[src/rtl/online_digit_reg.sv]
// Digit-serial operand register for an online (MSD-first) signed-digit multiplier.
// Collects one radix-2 signed digit of X and of Y per handshake and exposes them as
// MSD-aligned parallel plus/minus prefix vectors. Unwritten positions read as 0.
// Optional feature macro: ONLINE_DIGIT_CHECK_EN adds the dig_err output and squashes
// the undefined digit 11 to 00 on store.
module online_digit_reg #(
  parameter int unsigned NUM_DIGITS = 8,
  parameter int unsigned CNT_W      = 4
) (
  input  logic                  clk,
  input  logic                  rst_n,
  input  logic                  start,
  input  logic                  in_valid,
  output logic                  in_ready,
  input  logic [1:0]            x_digit,
  input  logic [1:0]            y_digit,
  output logic [NUM_DIGITS-1:0] x_plus,
  output logic [NUM_DIGITS-1:0] x_minus,
  output logic [NUM_DIGITS-1:0] y_plus,
  output logic [NUM_DIGITS-1:0] y_minus,
  output logic [CNT_W-1:0]      digit_cnt,
  output logic                  done
`ifdef ONLINE_DIGIT_CHECK_EN
  ,
  output logic                  dig_err
`endif
);

  typedef enum logic [1:0] {StIdle, StLoad, StFull} state_e;

  localparam logic [NUM_DIGITS-1:0] MsdBit   = {1'b1, {(NUM_DIGITS-1){1'b0}}};
  localparam logic [CNT_W-1:0]      LastIdx  = CNT_W'(NUM_DIGITS - 1);

  state_e                  state_q;
  logic                    accept;
  logic                    last;
  logic [NUM_DIGITS-1:0]   pos;
  logic [1:0]              x_eff;
  logic [1:0]              y_eff;

  assign in_ready = (state_q == StLoad);
  // start wins over a coincident digit, which is dropped
  assign accept   = in_valid & in_ready & ~start;
  assign last     = (digit_cnt == LastIdx);
  // one-hot write position: digit k lands at bit NUM_DIGITS-1-k
  assign pos      = MsdBit >> digit_cnt;

  // Digit sanitising: 11 has no signed-digit value
`ifdef ONLINE_DIGIT_CHECK_EN
  logic bad_digit;

  always_comb begin
    x_eff = x_digit;
    y_eff = y_digit;
    if (x_digit == 2'b11) x_eff = 2'b00;
    if (y_digit == 2'b11) y_eff = 2'b00;
  end

  assign bad_digit = accept & ((x_digit == 2'b11) | (y_digit == 2'b11));
`else
  assign x_eff = x_digit;
  assign y_eff = y_digit;
`endif

  // Control FSM plus operand storage; all outputs registered
  always_ff @(posedge clk or negedge rst_n) begin
    if (!rst_n) begin
      state_q   <= StIdle;
      x_plus    <= '0;
      x_minus   <= '0;
      y_plus    <= '0;
      y_minus   <= '0;
      digit_cnt <= '0;
      done      <= 1'b0;
`ifdef ONLINE_DIGIT_CHECK_EN
      dig_err   <= 1'b0;
`endif
    end else begin
      done <= 1'b0;
      if (start) begin
        state_q   <= StLoad;
        x_plus    <= '0;
        x_minus   <= '0;
        y_plus    <= '0;
        y_minus   <= '0;
        digit_cnt <= '0;
`ifdef ONLINE_DIGIT_CHECK_EN
        dig_err   <= 1'b0;
`endif
      end else if (accept) begin
        x_plus    <= x_plus  | (pos & {NUM_DIGITS{x_eff[1]}});
        x_minus   <= x_minus | (pos & {NUM_DIGITS{x_eff[0]}});
        y_plus    <= y_plus  | (pos & {NUM_DIGITS{y_eff[1]}});
        y_minus   <= y_minus | (pos & {NUM_DIGITS{y_eff[0]}});
        digit_cnt <= digit_cnt + 1'b1;
`ifdef ONLINE_DIGIT_CHECK_EN
        if (bad_digit) dig_err <= 1'b1;
`endif
        if (last) begin
          state_q <= StFull;
          done    <= 1'b1;
        end
      end
    end
  end

endmodule

[config.mk]
export PLATFORM = sky130hd
export DESIGN_NAME = online_digit_reg
export DESIGN_NICKNAME = d
export VERILOG_FILES = /design/src/rtl/online_digit_reg.sv
export SDC_FILE = /design/constraint.sdc
export NUM_CORES = 1
export LEC_CHECK = 0
export BUFFER_PORTS_ARGS = -buffer_cell sky130_fd_sc_hd__buf_2
export CAP_MARGIN = 20
export CORE_AREA = 3 3 59 61
export DETAILED_ROUTE_END_ITERATION = 8
export DIE_AREA = 0 0 62 64
export HOLD_SLACK_MARGIN = 0.03
export MAX_ROUTING_LAYER = met4
export PLACE_DENSITY_LB_ADDON = 0.12
export REMOVE_ABC_BUFFERS = 1
export SETUP_SLACK_MARGIN = 0.4
export SLEW_MARGIN = 10
export SYNTH_ARGS = -nofsm -noshare
export SYNTH_HDL_FRONTEND = slang
export SYNTH_SLANG_ARGS = --single-unit
[constraint.sdc]
create_clock -name clk -period 2 [get_ports clk]
set_input_delay 0.3 -clock clk [delete_from_list [all_inputs] [get_ports clk]]
set_output_delay 0.3 -clock clk [all_outputs]
set_load 0.05 [all_outputs]
Word-level counts from Yosys, hierarchy flattened --
Cells that the tools add are included.
Operators by class: add/subtract/negate cells 1, equal/unequal tests 2, shifts and indexed selects 1, multiplexer cells 16, bitwise logic cells 11, reduce and logical (&&, ||, !) cells 3
Operators by type and width (number):
- two-way mux 8 bit | 8
- AND 8 bit | 4
- bitwise OR 8 bit | 4
- two-way mux 4 bit | 2
- >> shifter 8 x 4 -> 8 bit, first input constant | 1
- two-way mux 2 bit | 3
- adder 4 x 1 -> 4 bit, second input constant | 1
- == test 4 x 3 -> 1 bit, second input constant | 1
- nonzero test 2 bit | 2
- two-way mux 1 bit | 3
- AND 1 bit | 2
- == test 2 x 1 -> 1 bit, second input constant | 1
- AND reduction 2 bit | 1
- inverter 1 bit | 1
Word-level totals: register bits 39, input port bits 8, output and inout bits 38, logic and storage cells 41

Depth between registers and ports, before layout --
word-level depth 5, mapped depth 5, mapped depth without buffers 5

Worst setup path after synthesis --
Ideal clock, no wire load.
kind register -> register, start register digit_cnt[0], end register x_plus[5], library setup time 0.132 ns, arrival time 1.474 ns, data required time 1.868 ns, setup slack 0.394 ns, stages on the path, launching flop included 6, buffers on the path 0, period minus slack after synthesis 1.606 ns, cells stage by stage dfrtp_1 > inv_1 > ha_1 > nor3b_1 > a21oi_1 > nor2_1
On the way: word-level cells in the longest chain between the ends 5
Ends and longest elaborated chain:
- start: declaration | line 21 | output logic [CNT_W-1:0] digit_cnt,
- start signal: assignment | line 95 | digit_cnt <= digit_cnt + 1'b1;
- >> shifter 8 x 4 -> 8 bit | line 46 | assign pos = MsdBit >> digit_cnt;
- AND 8 bit | line 91 | x_plus <= x_plus | (pos & {NUM_DIGITS{x_eff[1]}});
- bitwise OR 8 bit | line 91
- two-way mux 8 bit | line 90 | end else if (accept) begin
- two-way mux 8 bit | line 80 | if (start) begin
- end signal: assignment | line 91
- end: declaration | line 17 | output logic [NUM_DIGITS-1:0] x_plus,
Every way passes these cells. The select of a mux whose other input is x is not followed. A chain may end at the register's enable or synchronous reset.

Final worst setup path --
start register digit_cnt[2], end output port digit_cnt[2]
No word-level cell between the ends.

==> impl_metrics.yaml <==
route:
  wl_per_cell_um: 15.3
  num_vias: 1294
  route.detailed.drc: 0
  routed_wl_um: 3670
  viasPerCell: 5.41
  drt-initial-drc-count: 65
  ant_nets: 0
  first_pass_iters: 4
worst_setup_path:
  cp-end-kind: "primary output"
  crit_cells: 1
  worst_setup_path_start_kind: "flop"
  r2r_end: "state_q[0]"
  crit_buf_inv: 1
  crit_type: "reg2out"
  regToRegStartpoint: "digit_cnt[2]"
  crit_path_top_delay_cell: "dfrtp_1"
  ff2ff_setup_slack_ns: 0.56
  critPathRequiredTime_ns: 1.70
  path_cells: "buf_2"
  critPathMaxFanout: 9
  r2r_cells: 3
  crit_arrival_ns: 1.27
  slowest_delay_ns: 0.59
  critPathTopFamily: "flip-flops"
floorplan:
  start_util_pct: 52.7
  coreArea_um2: 3030
  die_area_um2: 3970
  die_x_um: 62
  num_rows: 20
  ios: 46
  dieHeight_um: 64
yosys:
  ys_types: 22
  synthMuxAreaShare_pct: 0
  synth_top_family_by_area: "simple AND/OR/NAND/NOR gates"
  synth_cells: 151
  synth-simple-area-share_pct: 17.1
  synthXorXnorAreaFrac_pct: 0
  avgSynthCellArea_um2: 10.6
  ys_ff_latch: 39
  syn_area_um2: 1600
  synth_fa_ha_area_share_pct: 4.70
  synth_compound_area_share_pct: 13.6
  yosysSeqAreaShare_pct: 61.1
  synth_warnings: 0
min_path:
  hold_class: "in2async"
global_route:
  overflow: 0
  grt_usage_pct: 21.3
  grt_pass1_wl_um: 6090
  antenna_found_initial: 0
  grt_max_degree: 40
  grt_pass1_vias: 1269
cells_and_area:
  n_antenna_cell: 0
  fin_util_pct: 63.1
  final_common_cell: "buf_2"
  final_cell_mix: "buf_2 (44), dfrtp_1 (39), nor2_1 (34), a21oi_1 (24), a31oi_1 (12)"
  fin_nets: 208
  drive_gt1_share_pct: 31.8
  nFillCells: 268
  area_delta_synth_final_pct: 19.7
cts:
  path_clk_slew_ns: 0.12
  clock_path_buffers: 2
  clock_sinks: 39
  postCtsSetupBuffers: 0
  cts_root_buf: "clkbuf_4"
  clock_latency_ns: 0.34
  h-tree-depth: 2
  cts_buffers: 5
  cts_tree: "built"
  ctsHoldBuffers: 0
sta:
  min_period_ns: 1.57
  timing.final.crit_share_pct: 78.3
  fmax_ghz: 0.639
  fin_tns_setup_ns: 0
  slew_violations: 0
  slew_headroom_pct: 45.0
  max_slew.worst_pin.slew_ns: 0.825
  skew_ns: 0.00956
  rsz0062_at_grt: "yes"
  finalHoldViolations: 0
  finalSetupViolCount: 0
power_and_ir_drop:
  ir_drop_uv: 402
  p_leak_nw: 1.02
  power_density_nw_per_um2: 739
  power_w: 0.00141
place:
  gp_congestion: 0.900
  hpwl_um: 2510
  port_buffers: 45
flow_run:
  drv_cap: 0
run_status:
  outcome: "complete, no violations"
==> registers in the layout (all words and copies together) (netlist names) <==
name       count
x_minus        8
done           1
x_plus         8
digit_cnt      4
y_minus        8
y_plus         8
state_q        2
==> synthesized netlist by cell type <==
library cell  instances  area [um^2]
dfrtp_1              39          976
nor2_1               34          128
a21oi_1              24          120
a31oi_1              12         75.1
buf_2                 6         30.0
ha_1                  6         75.1
and4b_2               4         45.0
inv_1                 4         15.0
nand2_1               4         15.0
nor3b_1               3         22.5
clkbuf_1              2         7.51
nand3_1               2         10.0
nor2b_1               2         12.5
a211oi_1              1         7.51
a21o_2                1         8.76
and2b_1               1         7.51
and2b_2               1         8.76
and3b_2               1         10.0
buf_1                 1         3.75
nand3b_1              1         7.51
o21ai_0               1         5.00
or3_1                 1         6.26
==> area by class of cell <==
cell class | count | area, um^2 | area share, %
Multi-Input combinational cell | 99 | 587 | 30.7
Inverter | 4 | 15.0 | 0.786
Tap cell | 44 | 55.1 | 2.88
Timing Repair Buffer | 45 | 228 | 11.9
Sequential cell | 39 | 976 | 51.1
Clock inverter | 1 | 5.00 | 0.262
Clock buffer | 7 | 45.0 | 2.36
==> worst register-to-register path: cells and delay by family (launching register included) <==
family	cells	cell delay (ns)
compound gates	1	0.23
flops	1	0.59
simple gates	2	0.53
==> timing repair <==
| action | 4_1_cts | 5_1_grt |
|---|---|---|
| resized for setup | 2 | 4 |
| endpoints found under the setup margin | 8 | 10 |
| pin swaps | 0 | 0 |
==> routing by layer <==
metal | up-vias | global-route usage [%] | wire, um | share of wire [%]
met2 | 45 | 32.3 | 1830 | 50
li1 | 609 | - | - | -
met1 | 634 | 27.5 | 1590 | 43
met3 | 6 | 6.26 | 213 | 5.8
met4 | 0 | 6.10 | 41 | 1.1
met5 | - | - | 0 | 0
==> cell families after synthesis <==
group	Yosys count
adder cells (fa/ha/maj)	6
flip-flops	39
AO/OA/AOI/OAI	39
AND/OR/NAND/NOR	54
buffers and inverters	13
==> stage by stage <==
| step | std cells | instance area, um^2 | hold WS, ns | setup WS [ns] |
|---|---|---|---|---|
| 5_1_grt | 239 | 1910 | 0.0829 | 0.372 |
| 4_1_cts | 239 | 1900 | 0.0713 | 0.432 |
| 3_3_place_gp | 231 | 1840 | 0.435 | 0.432 |
| 2_1_floorplan | 142 | 1560 | 0.00441 | 0.407 |
| 6_report | 239 | 1910 | 0.0357 | 0.434 |
| 3_5_place_dp | 231 | 1840 | 0.456 | 0.383 |
==> power by group <==
part / switching, W / total, W / internal, W
clock network: 0.000247 / 0.000384 / 0.000137
registers: 0.0000179 / 0.000825 / 0.000807
logic: 0.000154 / 0.000203 / 0.0000491
total: 0.000419 / 0.00141 / 0.000993
==> worst max-delay path by stage <==
stage | end | slack (ns) | start
CTS | in_ready | 0.43 | state_q[1]
global route | digit_cnt[3] | 0.37 | digit_cnt[3]
global placement | y_minus[7] | 0.43 | digit_cnt[0]
finish | digit_cnt[2] | 0.43 | digit_cnt[2]
detailed placement | y_minus[5] | 0.38 | digit_cnt[0]
floorplan | x_plus[5] | 0.41 | digit_cnt[0]
(Power assumes the default switching activity.)
